--- src/rtl/pcie_ltssm_trainer.sv ---
`default_nettype none
// +----------------------------------------------------------------------------+
// | pcie_ltssm_trainer                                                         |
// | Reduced PCIe LTSSM: Detect.Quiet/Active, Polling.Active/Config, link up.   |
// | Revision: 1.0                                                              |
// +----------------------------------------------------------------------------+
module pcie_ltssm_trainer #(
  parameter int NUM_LANES    = 1,
  parameter int QUIET_TO_CYC = 12000,
  parameter int POLL_TO_CYC  = 24000,
  parameter int TS_TX_MIN    = 1024,
  parameter int TS_RX_REQ    = 8,
  parameter int TS2_TX_AFTER = 16
) (
  input  logic                 clk_i,
  input  logic                 rst_ni,
  input  logic [NUM_LANES-1:0] phy_rx_elec_idle_i,
  output logic                 phy_detect_req_o,
  input  logic                 phy_detect_done_i,
  input  logic [NUM_LANES-1:0] phy_detect_lanes_i,
  input  logic [NUM_LANES-1:0] rx_ts1_i,
  input  logic [NUM_LANES-1:0] rx_ts2_i,
  output logic                 tx_os_valid_o,
  output logic                 tx_os_type_o,
  input  logic                 tx_os_ready_i,
  input  logic                 train_restart_i,
  output logic [2:0]           state_o,
  output logic [NUM_LANES-1:0] active_lanes_o,
  output logic                 link_up_o,
  output logic                 timeout_o,
  output logic                 en_8b10b_encoder_o
);

  localparam int c_TMR_MAX = (QUIET_TO_CYC > POLL_TO_CYC) ? QUIET_TO_CYC : POLL_TO_CYC;
  localparam int c_TMR_W   = $clog2(c_TMR_MAX + 1);
  localparam int c_TX_MAX  = (TS_TX_MIN > TS2_TX_AFTER) ? TS_TX_MIN : TS2_TX_AFTER;
  localparam int c_TX_W    = $clog2(c_TX_MAX + 1);
  localparam int c_RX_W    = $clog2(TS_RX_REQ + 1);

  localparam logic [c_TMR_W-1:0] c_QUIET_LAST = c_TMR_W'(QUIET_TO_CYC - 1);
  localparam logic [c_TMR_W-1:0] c_POLL_LAST  = c_TMR_W'(POLL_TO_CYC - 1);
  localparam logic [c_TX_W-1:0]  c_TS1_DONE   = c_TX_W'(TS_TX_MIN);
  localparam logic [c_TX_W-1:0]  c_TS2_DONE   = c_TX_W'(TS2_TX_AFTER);
  localparam logic [c_RX_W-1:0]  c_RX_DONE    = c_RX_W'(TS_RX_REQ);

  typedef enum logic [2:0] {
    S_DQUIET  = 3'd0,
    S_DACTIVE = 3'd1,
    S_PACTIVE = 3'd2,
    S_PCONFIG = 3'd3,
    S_LINKUP  = 3'd4
  } state_t;

  state_t               r_state;
  logic [c_TMR_W-1:0]   r_timer;
  logic [c_TX_W-1:0]    r_tx_cnt;
  logic [NUM_LANES-1:0] r_active;
  logic                 r_detect_req;
  logic                 r_tx_valid;
  logic                 r_tx_type;
  logic                 r_link_up;
  logic                 r_timeout;
  logic                 r_enc;

  state_t               w_next;
  logic                 w_timeout;
  logic                 w_chg;
  logic [NUM_LANES-1:0] w_active_nxt;
  logic [NUM_LANES-1:0] w_rx_full;
  logic [NUM_LANES-1:0] w_rx_nz;
  logic [NUM_LANES-1:0] w_sat;
  logic                 w_all_sat;
  logic                 w_any_sat;
  logic                 w_ts1_done;
  logic                 w_ts2_done;
  logic                 w_tx_inc;

  assign w_sat      = w_rx_full & r_active;
  assign w_all_sat  = (w_sat == r_active);
  assign w_any_sat  = |w_sat;
  assign w_ts1_done = (r_tx_cnt == c_TS1_DONE);
  assign w_ts2_done = (r_tx_cnt == c_TS2_DONE);

  // Post-TS2 transmit counting starts only after some active lane has seen a TS2.
  assign w_tx_inc = r_tx_valid && tx_os_ready_i &&
                    (((r_state == S_PACTIVE) && !w_ts1_done) ||
                     ((r_state == S_PCONFIG) && (|(w_rx_nz & r_active)) && !w_ts2_done));

  always_comb begin
    w_next       = r_state;
    w_timeout    = 1'b0;
    w_active_nxt = r_active;
    case (r_state)
      S_DQUIET: begin
        if ((r_timer == c_QUIET_LAST) || !(&phy_rx_elec_idle_i))
          w_next = S_DACTIVE;
      end
      S_DACTIVE: begin
        if (phy_detect_done_i) begin
          if (|phy_detect_lanes_i) begin
            w_next       = S_PACTIVE;
            w_active_nxt = phy_detect_lanes_i;
          end else begin
            w_next = S_DQUIET;
          end
        end
      end
      S_PACTIVE: begin
        if (w_ts1_done && w_all_sat) begin
          w_next = S_PCONFIG;
        end else if (r_timer == c_POLL_LAST) begin
          if (w_ts1_done && w_any_sat) begin
            w_next       = S_PCONFIG;
            w_active_nxt = w_sat;
          end else begin
            w_next    = S_DQUIET;
            w_timeout = 1'b1;
          end
        end
      end
      S_PCONFIG: begin
        if (w_all_sat && w_ts2_done) begin
          w_next = S_LINKUP;
        end else if (r_timer == c_POLL_LAST) begin
          w_next    = S_DQUIET;
          w_timeout = 1'b1;
        end
      end
      S_LINKUP: begin
        w_next = S_LINKUP;
      end
      default: begin
        w_next = S_DQUIET;
      end
    endcase
    if (train_restart_i) begin
      w_next    = S_DQUIET;
      w_timeout = 1'b0;
    end
    if (w_next == S_DQUIET)
      w_active_nxt = '0;
  end

  // A restart counts as a state change even when already in DQUIET.
  assign w_chg = (w_next != r_state) || train_restart_i;

  for (genvar g = 0; g < NUM_LANES; g++) begin : g_lane
    logic [c_RX_W-1:0] r_rx_cnt;
    logic              w_hit;

    assign w_hit = r_active[g] && (r_rx_cnt != c_RX_DONE) &&
                   ((r_state == S_PACTIVE) ? (rx_ts1_i[g] || rx_ts2_i[g])
                                           : ((r_state == S_PCONFIG) && rx_ts2_i[g]));

    always_ff @(posedge clk_i or negedge rst_ni) begin
      if (!rst_ni)
        r_rx_cnt <= '0;
      else if (w_chg)
        r_rx_cnt <= '0;
      else if ((r_state == S_PACTIVE) && phy_rx_elec_idle_i[g])
        r_rx_cnt <= '0;
      else if (w_hit)
        r_rx_cnt <= r_rx_cnt + 1'b1;
    end

    assign w_rx_full[g] = (r_rx_cnt == c_RX_DONE);
    assign w_rx_nz[g]   = (r_rx_cnt != '0);
  end

  always_ff @(posedge clk_i or negedge rst_ni) begin
    if (!rst_ni) begin
      r_state      <= S_DQUIET;
      r_timer      <= '0;
      r_tx_cnt     <= '0;
      r_active     <= '0;
      r_detect_req <= 1'b0;
      r_tx_valid   <= 1'b0;
      r_tx_type    <= 1'b0;
      r_link_up    <= 1'b0;
      r_timeout    <= 1'b0;
      r_enc        <= 1'b0;
    end else begin
      r_state  <= w_next;
      r_timer  <= w_chg ? '0 : r_timer + 1'b1;
      r_active <= w_active_nxt;
      if (w_chg)
        r_tx_cnt <= '0;
      else if (w_tx_inc)
        r_tx_cnt <= r_tx_cnt + 1'b1;
      // Outputs are decoded from the next state so they line up with state_o.
      r_detect_req <= (w_next == S_DACTIVE) && (r_state != S_DACTIVE);
      r_tx_valid   <= (w_next == S_PACTIVE) || (w_next == S_PCONFIG);
      r_tx_type    <= (w_next == S_PCONFIG);
      r_link_up    <= (w_next == S_LINKUP);
      r_enc        <= (w_next == S_LINKUP);
      r_timeout    <= w_timeout;
    end
  end

  assign state_o            = r_state;
  assign active_lanes_o     = r_active;
  assign phy_detect_req_o   = r_detect_req;
  assign tx_os_valid_o      = r_tx_valid;
  assign tx_os_type_o       = r_tx_type;
  assign link_up_o          = r_link_up;
  assign timeout_o          = r_timeout;
  assign en_8b10b_encoder_o = r_enc;

endmodule
`default_nettype wire
--- config.mk ---
export PLATFORM = sky130hd
export DESIGN_NAME = pcie_ltssm_trainer
export DESIGN_NICKNAME = d
export VERILOG_FILES = /design/src/rtl/pcie_ltssm_trainer.sv
export SDC_FILE = /design/constraint.sdc
export NUM_CORES = 1
export LEC_CHECK = 0
export CAP_MARGIN = 25
export CORE_MARGIN = 3
export CORE_UTILIZATION = 55
export DETAILED_ROUTE_END_ITERATION = 10
export PLACE_DENSITY = 0.76
export REMOVE_ABC_BUFFERS = 1
export SKIP_LAST_GASP = 1
export SYNTH_ARGS = -nofsm -noshare
export SYNTH_HDL_FRONTEND = slang
export SYNTH_SLANG_ARGS = --single-unit
--- constraint.sdc ---
create_clock -name clk_i -period 4.45 [get_ports clk_i]
set_clock_uncertainty 0.1 [all_clocks]
set_input_delay 0.445 -clock clk_i [delete_from_list [all_inputs] [get_ports clk_i]]
set_output_delay 0.445 -clock clk_i [all_outputs]
set_load 0.005 [all_outputs]
-- Yosys cells after proc, flatten, opt, wreduce, memory -nomap -nowiden
Index checks and enable logic that the tools add are counted.
Widths: inputs -> output; s select.
- add/sub/neg operators: 3
- equal/unequal tests: 22
- mux-type cells: 31
- bitwise gates (word level): 2
- reductions and logical operators: 28
- operators with widths (cell ; count):
    $mux 11 ; 2
    $mux 3 ; 7
    $add 15x1->15 const B ; 1
    $eq 15x14->1 const B ; 1
    $eq 15x15->1 const B ; 1
    $mux 15 ; 1
    $ne 3x3->1 const B ; 5
    $pmux 3 s5 ; 1
    $logic_and 1x1->1 ; 13
    $mux 1 ; 13
    $eq 3x2->1 const B ; 4
    $mux 4 ; 3
    $add 11x1->11 const B ; 1
    $eq 11x11->1 const B ; 1
    $eq 11x5->1 const B ; 1
    $eq 3x1->1 const B ; 2
    $eq 3x3->1 const B ; 2
    $logic_not 3->1 ; 2
    $reduce_and 6->1 ; 1
    $reduce_bool 3->1 ; 2
    $logic_or 1x1->1 ; 5
    $add 4x1->4 const B ; 1
    $eq 4x4->1 const B ; 1
    $mux 2 ; 2
    9 further kinds ; 13
- register bits after elaboration: 39
- bits of input ports: 9

-- Longest topological paths before layout
Gate-level depths: netlist of run 1.
- word-level depth: 11
- mapped depth: 8

-- Least setup slack after synthesis of run 1
No wires, ideal clock.
- path kind: register to register
- start point: register r_tx_cnt[0]
- end point: register r_detect_req, in the netlist phy_detect_req_o
- setup time: 0.136 ns
- data arrival time: 2.033 ns
- data required time: 4.214 ns
- slack: 2.181 ns
- stages on the path, launching flop included: 8
- clock period less this slack: 2.269 ns
- path through: dfrtp_1 > inv_1 > ha_1 > or4b_4 > a211o_4 > o41ai_4 > a21oi_1 > nor4b_2
- longest elaborated chain between the ends: 9
- ends and longest elaborated chain (what ; line ; source):
    from (decl) ; 56 ; logic [c_TX_W-1:0] r_tx_cnt;
    from (signal assigned) ; 189 ; r_tx_cnt <= r_tx_cnt + 1'b1;
    $eq 11x11->1 ; 81 ; assign w_ts1_done = (r_tx_cnt == c_TS1_DONE);
    $logic_and 1x1->1 ; 112 ; if (w_ts1_done && w_any_sat) begin
    $mux 2 ; 112 ;
    $mux 3 ; 111 ; end else if (r_timer == c_POLL_LAST) begin
    $mux 3 ; 109 ; if (w_ts1_done && w_all_sat) begin
    $pmux 3 s5 (*) ; 93 ; case (r_state)
    $mux 3 (*) ; 136 ; if (train_restart_i) begin
    $eq 3x1->1 (*) ; 191 ; r_detect_req <= (w_next == S_DACTIVE) && (r_state != S_DACTIVE);
    $logic_and 1x1->1 (*) ; 191 ;
    to (signal assigned) ; 191 ;
    to (decl) ; 58 ; logic r_detect_req;
Every way passes the cells marked *; elsewhere a longest branch is shown, timed or not.
A chain may end at the register's enable or synchronous reset.

-- Worst setup path after layout of run 1
- start point: register r_tx_cnt[0]
- end point: register r_timer[5]
- longest elaborated chain between the ends: 10
- ends and longest elaborated chain (what ; line ; source):
    $eq 11x11->1 ; 81 ;
    $logic_and 1x1->1 ; 112 ;
    $mux 2 ; 112 ;
    $mux 3 ; 111 ;
    $mux 3 ; 109 ;
    $pmux 3 s5 (*) ; 93 ;
    $mux 3 (*) ; 136 ;
    $ne 3x3->1 (*) ; 145 ; assign w_chg = (w_next != r_state) || train_restart_i;
    $logic_or 1x1->1 (*) ; 145 ;
    $mux 15 (*) ; 184 ; r_timer <= w_chg ? '0 : r_timer + 1'b1;
    to (signal assigned) ; 184 ;
    to (decl) ; 55 ; logic [c_TMR_W-1:0] r_timer;
Marks and branches as above.

==> results of run 1 <==
[where the power goes]
part | switching (mW) | internal, mW
registers | 0.00741 | 0.358
clock network | 0.132 | 0.109
logic | 0.0403 | 0.0223
total | 0.180 | 0.489
[critical path, delay by kind of cell, from the launching register on]
| family | cells | cell delay, ps |
|---|---|---|
| flip-flops | 1 | 380 |
| AO/OA/AOI/OAI | 2 | 480 |
| AND/OR/NAND/NOR | 3 | 1240 |
| adder cells (fa/ha/maj) | 1 | 150 |
| buffers and inverters | 2 | 430 |
[area by class of cell]
class	count	area, sq um
fill	338	1443
clock inverter	3	20.02
inverter	10	37.54
sequential	39	975.9
timing repair buffer	19	182.7
multi-input combinational	171	1296
tap	50	62.56
clock buffer	5	68.82
[metrics by stage]
step / total power [mW] / worst slack [ps]
finish: 0.6696 / 1539
global route: 0.6970 / 1361
CTS: 0.6778 / 1539
detailed placement: 0.4355 / 1552
global placement: 0.4348 / 1606
floorplan: 0.4047 / 1890
[path summary, 6_finish.rpt]
kind	startpoint	end	cells after the start
max	r_tx_cnt[0]$_DFFE_PN0P_	r_timer[5]$_DFF_PN0_	8
min	rst_ni	tx_os_type_o$_DFF_PN0_	1
max reg2reg	r_tx_cnt[0]$_DFFE_PN0P_	r_timer[5]$_DFF_PN0_	8
min reg2reg	r_timer[0]$_DFF_PN0_	r_timer[0]$_DFF_PN0_	1
max in group asynchronous	rst_ni	r_tx_cnt[2]$_DFFE_PN0P_	1
min in group clk_i	r_timer[0]$_DFF_PN0_	r_timer[0]$_DFF_PN0_	1
[sequential cells by signal, indices dropped and copies added, names as in the netlist]
name and count:
r_tx_cnt 11, timeout_o 1, en_8b10b_encoder_o 1, active_lanes_o 1, state_o 3, tx_os_valid_o 1
phy_detect_req_o 1, g_lane.r_rx_cnt 4, tx_os_type_o 1, r_timer 15
[cells in the mapped netlist, types with 3 or more instances]
master	number	area share [%]
nand2b_1	3	0.79
buf_2	3	0.63
nor4_1	5	1.3
dfrtp_1	39	41
nand3_1	9	1.9
or3_1	8	2.1
nand4_1	7	1.8
o31ai_1	3	0.94
ha_1	5	2.6
a211oi_1	8	2.5
nor2_1	11	1.7
inv_1	10	1.6
o21ai_0	8	1.7
xnor2_1	11	4.0
nor3_1	12	2.5
a21oi_1	3	0.63
buf_6	4	1.9
nor3b_1	3	0.94
clkbuf_1	3	0.47
xor2_1	8	2.9
nor3_2	10	4.2
nand2_1	13	2.0
and3_1	4	1.0
[kinds of logic after synthesis]
group | share of synthesized area [%]
and+or+nand+nor | 29.60
DFF | 40.86
AOI/OAI and AO/OA | 14.25
buffers and inverters | 4.872
xor gates and xnor gates | 6.967
adders and majority gates | 2.619
muxes | 0.8382
[layer usage]
layer	vias up	part of all wire (%)	track usage, %
met5	-	0	0
met4	0	1.7	7.307
met3	8	4.7	5.263
met2	37	45	29.90
met1	865	49	29.08
li1	888	-	-
==> impl_results.md, run 1 <==
* Cells after DPL at slightly below 300
* Final setup viols at 0
* DR WL/cell at roughly 16 um
* Diodes inserted at 0
* CTS tree: yes
* Synthesis-stage register bit count at 39
* Slew HR at between 40% and 50%
* GRT Util Overall at between 20% and 30%
* CTS clk-pin slew, worst paths at about 80 ps
* Crit path capture type: register
* Die Y at a little over 70 um
* Main synth FF type: dfrtp_1
* Inserted Clock Buffers at 5
* Die footprint at between 0.005 and 0.006 sq mm
* CP Max Fanout at 21
* Number of synthesized flops with an enable pin at 0
* Post-synth cell types at 58
* Layout Utilization at about two thirds
* RSZ-0062 raised after global routing: false
* Worst Path Required at about 4500 ps
* Avg Inst Size Synth at between 10 and 15 sq um
* First DRT Iteration DRCs at roughly 150
* Routability cong. at between 0.7 and 0.8
* Final non-filler cell area at 0.002644 sq mm
* CORE AREA at approximately 0.0041 sq mm
* GR Overflow Total at 0
* Post-route ant nets at 0
* Minimum clock period at 2911 ps
* Status: finished, final reports clean
* Fin. max-slew vios at 0
* Hold Violations, Final at 0
* Largest net degree at the start of global routing at 40
* Final period utilization at between 60% and 70%
* First-pass GRT wire length at a little over 8000 um
* Clk buf depth at 2
* Vias per inst at a little over 6
* Area Overhead vs Synth at 10.69%
* Pwr dens at approximately 250 mW/mm^2
* Sequential fraction of the synthesis area at approximately two fifths
* # rows at 23
* # H-tree levels at 2
* Die width at just over 70 um
* Yosys warning count at 0
* Layout cells sized above 1 at ~15%
* Drt drc at 0
* Asr flop ratio synth at between 90% and 100%
* Routed vias at ~1800
* Setup Fix Bufs, Post-CTS at 0
* Worst EP arrival at ~3000 ps
* Min-delay worst type: primary input to asynchronous set/reset pin
* IR drop worst, VDD at about 0.14 mV
* Antenna violations before repair at 0
* Most common cell after layout, fill and taps aside: dfrtp_1
* Vias in the first global route at about 1700
* Mapped Cells at approximately 230
* Number of I/O pins at 19
* Clk Latency, worst-skew pair at 300 ps
* Slowest CP cell: nand2_1
* Hold Slack at 155.5 ps
* Mapped cell area at around 0.0024 sq mm
* Wirelength, routed at ~4700 um
* CTS resizes at 0
* Clock Tree Root: clkbuf_8
* Commonest cells after routing, fill and taps aside: dfrtp_1 (39), clkdlybuf4s50_1 (17), nand2_1 (13)
* Max-cap viol count at 0
* FMAX at roughly 0.34 GHz
* # hold bufs at CTS at 0
* DP Wirelength at 3239 um
* CP startpoint kind: register
* Non-Filler Instances at just under 300
* Max incr delay on CP at around 660 ps
* Sink Count at 39
* Nets at 260
* Number of port buffers at 18
* Slew @ Worst Pin at approximately 860 ps
* Initial Utilization at between 50 and 60%
* Critical path type: register to register
* Flop-to-flop setup slack at about 1500 ps
* Critical-path cell list: inv_1, ha_1, or4b_4, a2111oi_4, o31ai_1, nand2_1, buf_4, nor3_1
* Leakage power at around 0.98 nW
* Area post-placement at 0.002555 sq mm
* Setup TNS at 0 ps
* First-pass DRT Iterations at 4
Power figures use the tool's default switching activity.
==> run 2: changes to the inputs <==
--- a/config.mk
+++ b/config.mk
@@ -7,9 +7,9 @@
 export LEC_CHECK = 0
 export CAP_MARGIN = 25
 export CORE_MARGIN = 3
-export CORE_UTILIZATION = 55
+export CORE_UTILIZATION = 52
 export DETAILED_ROUTE_END_ITERATION = 10
-export PLACE_DENSITY = 0.76
+export PLACE_DENSITY = 0.75
 export REMOVE_ABC_BUFFERS = 1
 export SKIP_LAST_GASP = 1
 export SYNTH_ARGS = -nofsm -noshare
==> constraint.sdc (replaced) <==
create_clock -name clk_i -period 2.4 [get_ports clk_i]
set_clock_uncertainty 0.1 [all_clocks]
set_input_delay 0.24 -clock clk_i [delete_from_list [all_inputs] [get_ports clk_i]]
set_output_delay 0.24 -clock clk_i [all_outputs]
set_load 0.005 [all_outputs]
==> impl_results.md, run 2 (synthesis results as in run 1) <==
* Status: finished, final reports clean
* Vias in the first global route at around 1900
* DP Wirelength at 3470 um
* Worst EP arrival at about 2400 ps
* First DRT Iteration DRCs at ~130
* Clk Latency, worst-skew pair at slightly below 300 ps
* CORE AREA at around 0.0044 sq mm
* Slew HR at 39.62%
* Nets at ~280
* Number of port buffers at 18
* Vias per inst at ~6.1
* Die footprint at about 0.0054 sq mm
* Largest net degree at the start of global routing at 40
* Final period utilization at between 90 and 100%
* Die Y at between 70 and 80 um
* Fin. max-slew vios at 0
* Clock Tree Root: clkbuf_8
* Most common cell after layout, fill and taps aside: dfrtp_1
* Minimum clock period at 2311 ps
* Layout Utilization at roughly two thirds
* Final setup viols at 0
* Worst hold stages at 2
* Drt drc at 0
* Register area at ~980 sq um
* GR Overflow Total at 0
* Sink Count at 39
* Antenna violations before repair at 0
* Routability cong. at 0.7881
* Multi-input gate area at between 0.001 and 0.0015 sq mm
* CTS tree: yes
* Fillers at 359
* Setup TNS at 0 ps
* Max FFs per register at 15
* Max-cap viol count at 0
* Initial Utilization at a little over half
* CP Max Fanout at 18
* First-pass DRT Iterations at 4
* Wirelength, routed at roughly 5100 um
* Area Overhead vs Synth at 19.33%
* Crit path capture type: register
* Largest register by flop count: r_timer
* DR WL/cell at approximately 16 um
* Leakage power at 1.083 nW
* Reg2reg path depth at 8
* # H-tree levels at 2
* Pwr dens at approximately 460 mW/mm^2
* # rows at 24
* CTS clk-pin slew, worst paths at roughly 70 ps
* CP startpoint kind: register
* Worst Path Required at 2470 ps
* Slew @ Worst Pin at a little over 900 ps
* FMAX at approximately 0.43 GHz
* Commonest cells after routing, fill and taps aside: dfrtp_1 (39), clkdlybuf4s50_1 (17), nand2_1 (13)
* First-pass GRT wire length at 8880 um
* Number of I/O pins at 19
* Diodes inserted at 0
* Top Registers: r_timer: 15 flops, r_tx_cnt: 11 flops, g_lane.r_rx_cnt: 4 flops
* Power Total at approximately 1.3 mW
* Hold Violations, Final at 0
* Clk buf depth at 2
* IR drop worst, VDD at roughly 0.24 mV
* Die width at between 70 and 80 um
* Post-route ant nets at 0
* Inserted Clock Buffers at 5
* RSZ-0062 raised after global routing: true
* GRT Util Overall at a little over a fifth
* Critical path type: register to register
* Layout cells sized above 1 at 22.14%
* Routed vias at ~1900
* Min-delay worst type: register to register
run 2: final timing paths:
path / from / endpoint / slack, ps
setup / recovery: r_tx_cnt[1]$_DFFE_PN0P_ / r_tx_cnt[9]$_DFFE_PN0P_ / 90
hold / removal: r_timer[0]$_DFF_PN0_ / r_timer[0]$_DFF_PN0_ / 460
setup reg to reg: r_tx_cnt[1]$_DFFE_PN0P_ / r_tx_cnt[9]$_DFFE_PN0P_ / 90
hold reg to reg: r_timer[0]$_DFF_PN0_ / r_timer[0]$_DFF_PN0_ / 460
max in group asynchronous: rst_ni / r_tx_cnt[8]$_DFFE_PN0P_ / 1120
min in group asynchronous: rst_ni / state_o[1]$_DFF_PN0_ / 490
run 2: critical path, cell delays in order (launching register included):
cell	delay (ps)
dfrtp_1	400
inv_1	90
ha_1	140
or4b_4	510
a211o_4	330
nor4_4	180
or3_4	210
buf_12	160
a211oi_1	70
run 2: metal layers:
layer / global-route usage (%) / wire length [um]
met1: 27.79 / 2409
met2: 33.86 / 2439
met3: 4.925 / 192
met4: 7.243 / 99
met5: 0 / 0
run 2: where the power goes:
part,total [mW],switching (mW),leakage [nW],internal (mW)
clock,0.488,0.226,0.0515,0.262
sequential,0.670,0.00519,0.542,0.664
combinational,0.167,0.0946,0.490,0.0722
run 2: what timing repair did:
action / 4_1_cts / 5_1_grt
cloned: 0 / 0
hold endpoints to repair: 39 / 0
hold buffers: 1 / 0
pin swaps: 1 / 6
endpoints found under the setup margin: 2 / 34
resized for setup: 1 / 8
buffers inserted: 0 / 2
run 2: area by class of cell:
class                      count  area share [%]
inverter                      10           1.317
sequential                    39           34.24
tap                           52           2.283
clock buffer                   8           3.512
timing repair buffer          34           11.76
multi-input combinational    171           46.88
run 2: metrics by stage:
step           worst slack [ps]  area [sq um]  instances  hold slack [ps]
2_1_floorplan            -160.0          2310        220           -155.6
3_3_place_gp              20.64          2685        303            302.7
3_5_place_dp            -0.7385          2685        303            308.0
4_1_cts                   6.690          2799        312            459.6
5_1_grt                  -21.87          2850        314            488.7
6_report                  88.93          2850        314            462.1
==> run 3: changes to the inputs <==
--- a/config.mk
+++ b/config.mk
@@ -5,7 +5,6 @@
 export SDC_FILE = /design/constraint.sdc
 export NUM_CORES = 1
 export LEC_CHECK = 0
-export CAP_MARGIN = 25
 export CORE_MARGIN = 3
 export CORE_UTILIZATION = 52
 export DETAILED_ROUTE_END_ITERATION = 10
==> results of run 3 <==
No change in the layout: final DEF, timing and power equal those of run 2.
==> RTL change, RTL diff (settings of run 3) <==
The parameter `QUIET_TO_CYC` goes from 12000 to 48000.
--- a/src/rtl/pcie_ltssm_trainer.sv
+++ b/src/rtl/pcie_ltssm_trainer.sv
@@ -7,5 +7,5 @@
 module pcie_ltssm_trainer #(
   parameter int NUM_LANES    = 1,
-  parameter int QUIET_TO_CYC = 12000,
+  parameter int QUIET_TO_CYC = 48000,
   parameter int POLL_TO_CYC  = 24000,
   parameter int TS_TX_MIN    = 1024,
Function: same outputs for any inputs over 10 cycles, from zero or initial values and one cycle with rst_ni low; that may be too few to reach the edited logic, so the function may still have changed.
==> RTL change against run 3 <==
  * Worst setup slack got worse by 0.16 ns
  * Synthesized cell count up 0.43%
  * Sequential cell count grew 1
  * Hold slack worse by 0.0084 ns
  * Sequential share of layout area increased by 0.24 points
  * Critical path depth grew 1
  * Synthesized area decreased by 7.2%
  * Largest cell class unchanged
  * The flow now finishes with violations (setup timing)
  * Cell area grew 1.8%
  * Non-clock buffer count is 22 higher
  * Final cell count grew 7.3%
  * Wire length shrank 9.3%
  * Combinational power decreased by 29%
  * Power up 3.5%
==> RTL change: results (changes against run 3) <==
.. list-table::
   :header-rows: 1

   * - Metric
     - Value
   * - Post-DP Area
     - 2661 um2 (-0.89%)
   * - Outcome
     - finished, violations left
   * - Final instance area
     - 2903 um2 (+1.8%)
   * - Number of violations reported at the end of detailed-routing iteration 0
     - 146 (+13%)
   * - Quantity of gates resized following cts
     - 16 (+15)
   * - Net switching component of the power
     - 0.2969 mW (-8.8%)
   * - Worst r2r path cells
     - 9 (+1)
   * - Overall track demand over capacity in global routing
     - 0.2033 (-0.007608)
   * - Final Setup Violations
     - 30 (+30)
   * - Distinct cells, synth
     - 48 (-17%)
   * - Placer's final routability congestion estimate
     - 0.8703 (+10%)
   * - Registers with the most flip-flops
     - r_timer (16), r_tx_cnt (11), g_lane.r_rx_cnt (4)
   * - Overall routed net length
     - 4.663 mm (-9.3%)
   * - Fillers
     - 318 (-11%)
   * - Number of antenna violations at the first check in global routing
     - 0 (unchanged)
   * - Ranking of synthesized cells by instance count
     - 40 x sky130_fd_sc_hd__dfrtp_1, 38 x sky130_fd_sc_hd__nor2_1, 19 x sky130_fd_sc_hd__xnor2_1
   * - Fraction of final layout cells with drive strength greater than 1
     - 0.2265 (+0.005107)
   * - Static power due to leakage
     - 1.203 nW (+11%)
   * - Via count of the first global-routing pass
     - 1,827 (-4.7%)
   * - Register area share after synthesis
     - 0.4517 (+0.04313)
   * - Pin count of the biggest net entering global routing
     - 41 (+2.5%)
   * - Via Count
     - 1,871 (-1.8%)
   * - Detailed-routed wire length on met2
     - 2.222 mm (-8.9%)
   * - Peak ir drop on the vdd network
     - 311.5 uV (+27%)
   * - Worst setup margin
     - -0.07581 ns (-0.1647 ns)
   * - Failing checks
     - setup timing
   * - Synth top area cells
     - sky130_fd_sc_hd__dfrtp_1 45%, sky130_fd_sc_hd__xnor2_1 7.5%, sky130_fd_sc_hd__nor2_1 6.4%
   * - Number of buffers inserted by post-CTS setup repair
     - 1 (+1)
   * - Detailed-route wire length on metal 1
     - 2.204 mm (-8.5%)
   * - Nets
     - 300 (+9.1%)
   * - Placed wire-length estimate
     - 3.407 mm (-1.8%)
   * - Detailed-routed wire length on met3
     - 162 um (-16%)
   * - Signal arrival time at the worst endpoint
     - 2.58 ns (+0.20 ns)
-- RTL change: changes by cell type after synthesis, sizes merged, moves of 3 or more --
cell	change
a21o	+3
nand3	+3
xnor2	+8
nand2	-5
nor3b	+3
o21ai	-8
or3	-5
inv	+4
buf	-4
a21oi	+9
nor2	+27
nor3	-20
nor4	-7
-- RTL change: cell families after synthesis --
family                   count (synthesis)  synth area share
AO/OA/AOI/OAI                           41            0.1316
XOR/XNOR                                27            0.1067
adder cells (fa/ha/maj)                  5           0.02823
buffers and inverters                   23           0.04517
flip-flops                              40            0.4517
multiplexers                             2          0.009599
AND/OR/NAND/NOR                         94            0.2270
-- RTL change: metrics by stage --
step           setup TNS, ns  setup slack (ns)  hold slack, ns  std cells
2_1_floorplan         -14.09           -0.4932         -0.1556        223
3_3_place_gp          -5.100           -0.1746          0.2917        325
3_5_place_dp          -6.515           -0.2168          0.2940        325
4_1_cts               -1.346          -0.07421          0.4567        336
5_1_grt               -4.743           -0.2043          0.5010        337
6_report              -1.115          -0.07581          0.4536        337
-- RTL change: worst max-delay path, cell delays in order (launching register included) --
cell	delay [ns]
sky130_fd_sc_hd__dfrtp_1	0.38
sky130_fd_sc_hd__inv_1	0.06
sky130_fd_sc_hd__ha_1	0.13
sky130_fd_sc_hd__or4b_4	0.48
sky130_fd_sc_hd__nor3b_4	0.20
sky130_fd_sc_hd__a31o_1	0.16
sky130_fd_sc_hd__a21boi_1	0.06
sky130_fd_sc_hd__or4b_4	0.54
sky130_fd_sc_hd__buf_6	0.16
sky130_fd_sc_hd__a211oi_2	0.13
-- RTL change: power groups by stage --
stage	Clock, mW	Combinational [mW]	Sequential (mW)
after floorplan	0	0.0342	0.701
final	0.567	0.119	0.685
after global routing	0.611	0.131	0.686
after global placement	0	0.104	0.697
after detailed placement	0	0.105	0.698
after CTS	0.580	0.119	0.685
-- RTL change: final timing paths --
kind | endpoint | slack [ns] | from
setup / recovery | g_lane[0].r_rx_cnt[3] | -0.08 | r_tx_cnt[0]
max in group asynchronous | r_tx_cnt[10] | 1.18 | rst_ni
min in group asynchronous | state_o[1] | 0.49 | rst_ni
hold reg to reg | r_timer[5] | 0.45 | r_timer[5]
setup reg to reg | g_lane[0].r_rx_cnt[3] | -0.08 | r_tx_cnt[0]
hold / removal | r_timer[5] | 0.45 | r_timer[5]
-- RTL change: final cells by class --
cell class                      count  area share
Tap cell                           50     0.02155
Clock buffer                        6     0.02845
Multi-Input combinational cell    169      0.4112
Sequential cell                    40      0.3448
Clock inverter                      2     0.01336
Inverter                           14     0.01810
Timing Repair Buffer               56      0.1625
-- RTL change: layer usage --
layer  vias to the layer above  GRT usage
li1                        925          -
met1                       899     0.2758
met2                        38     0.3214
met3                         9    0.04488
met4                         0    0.07516
met5                         -          0
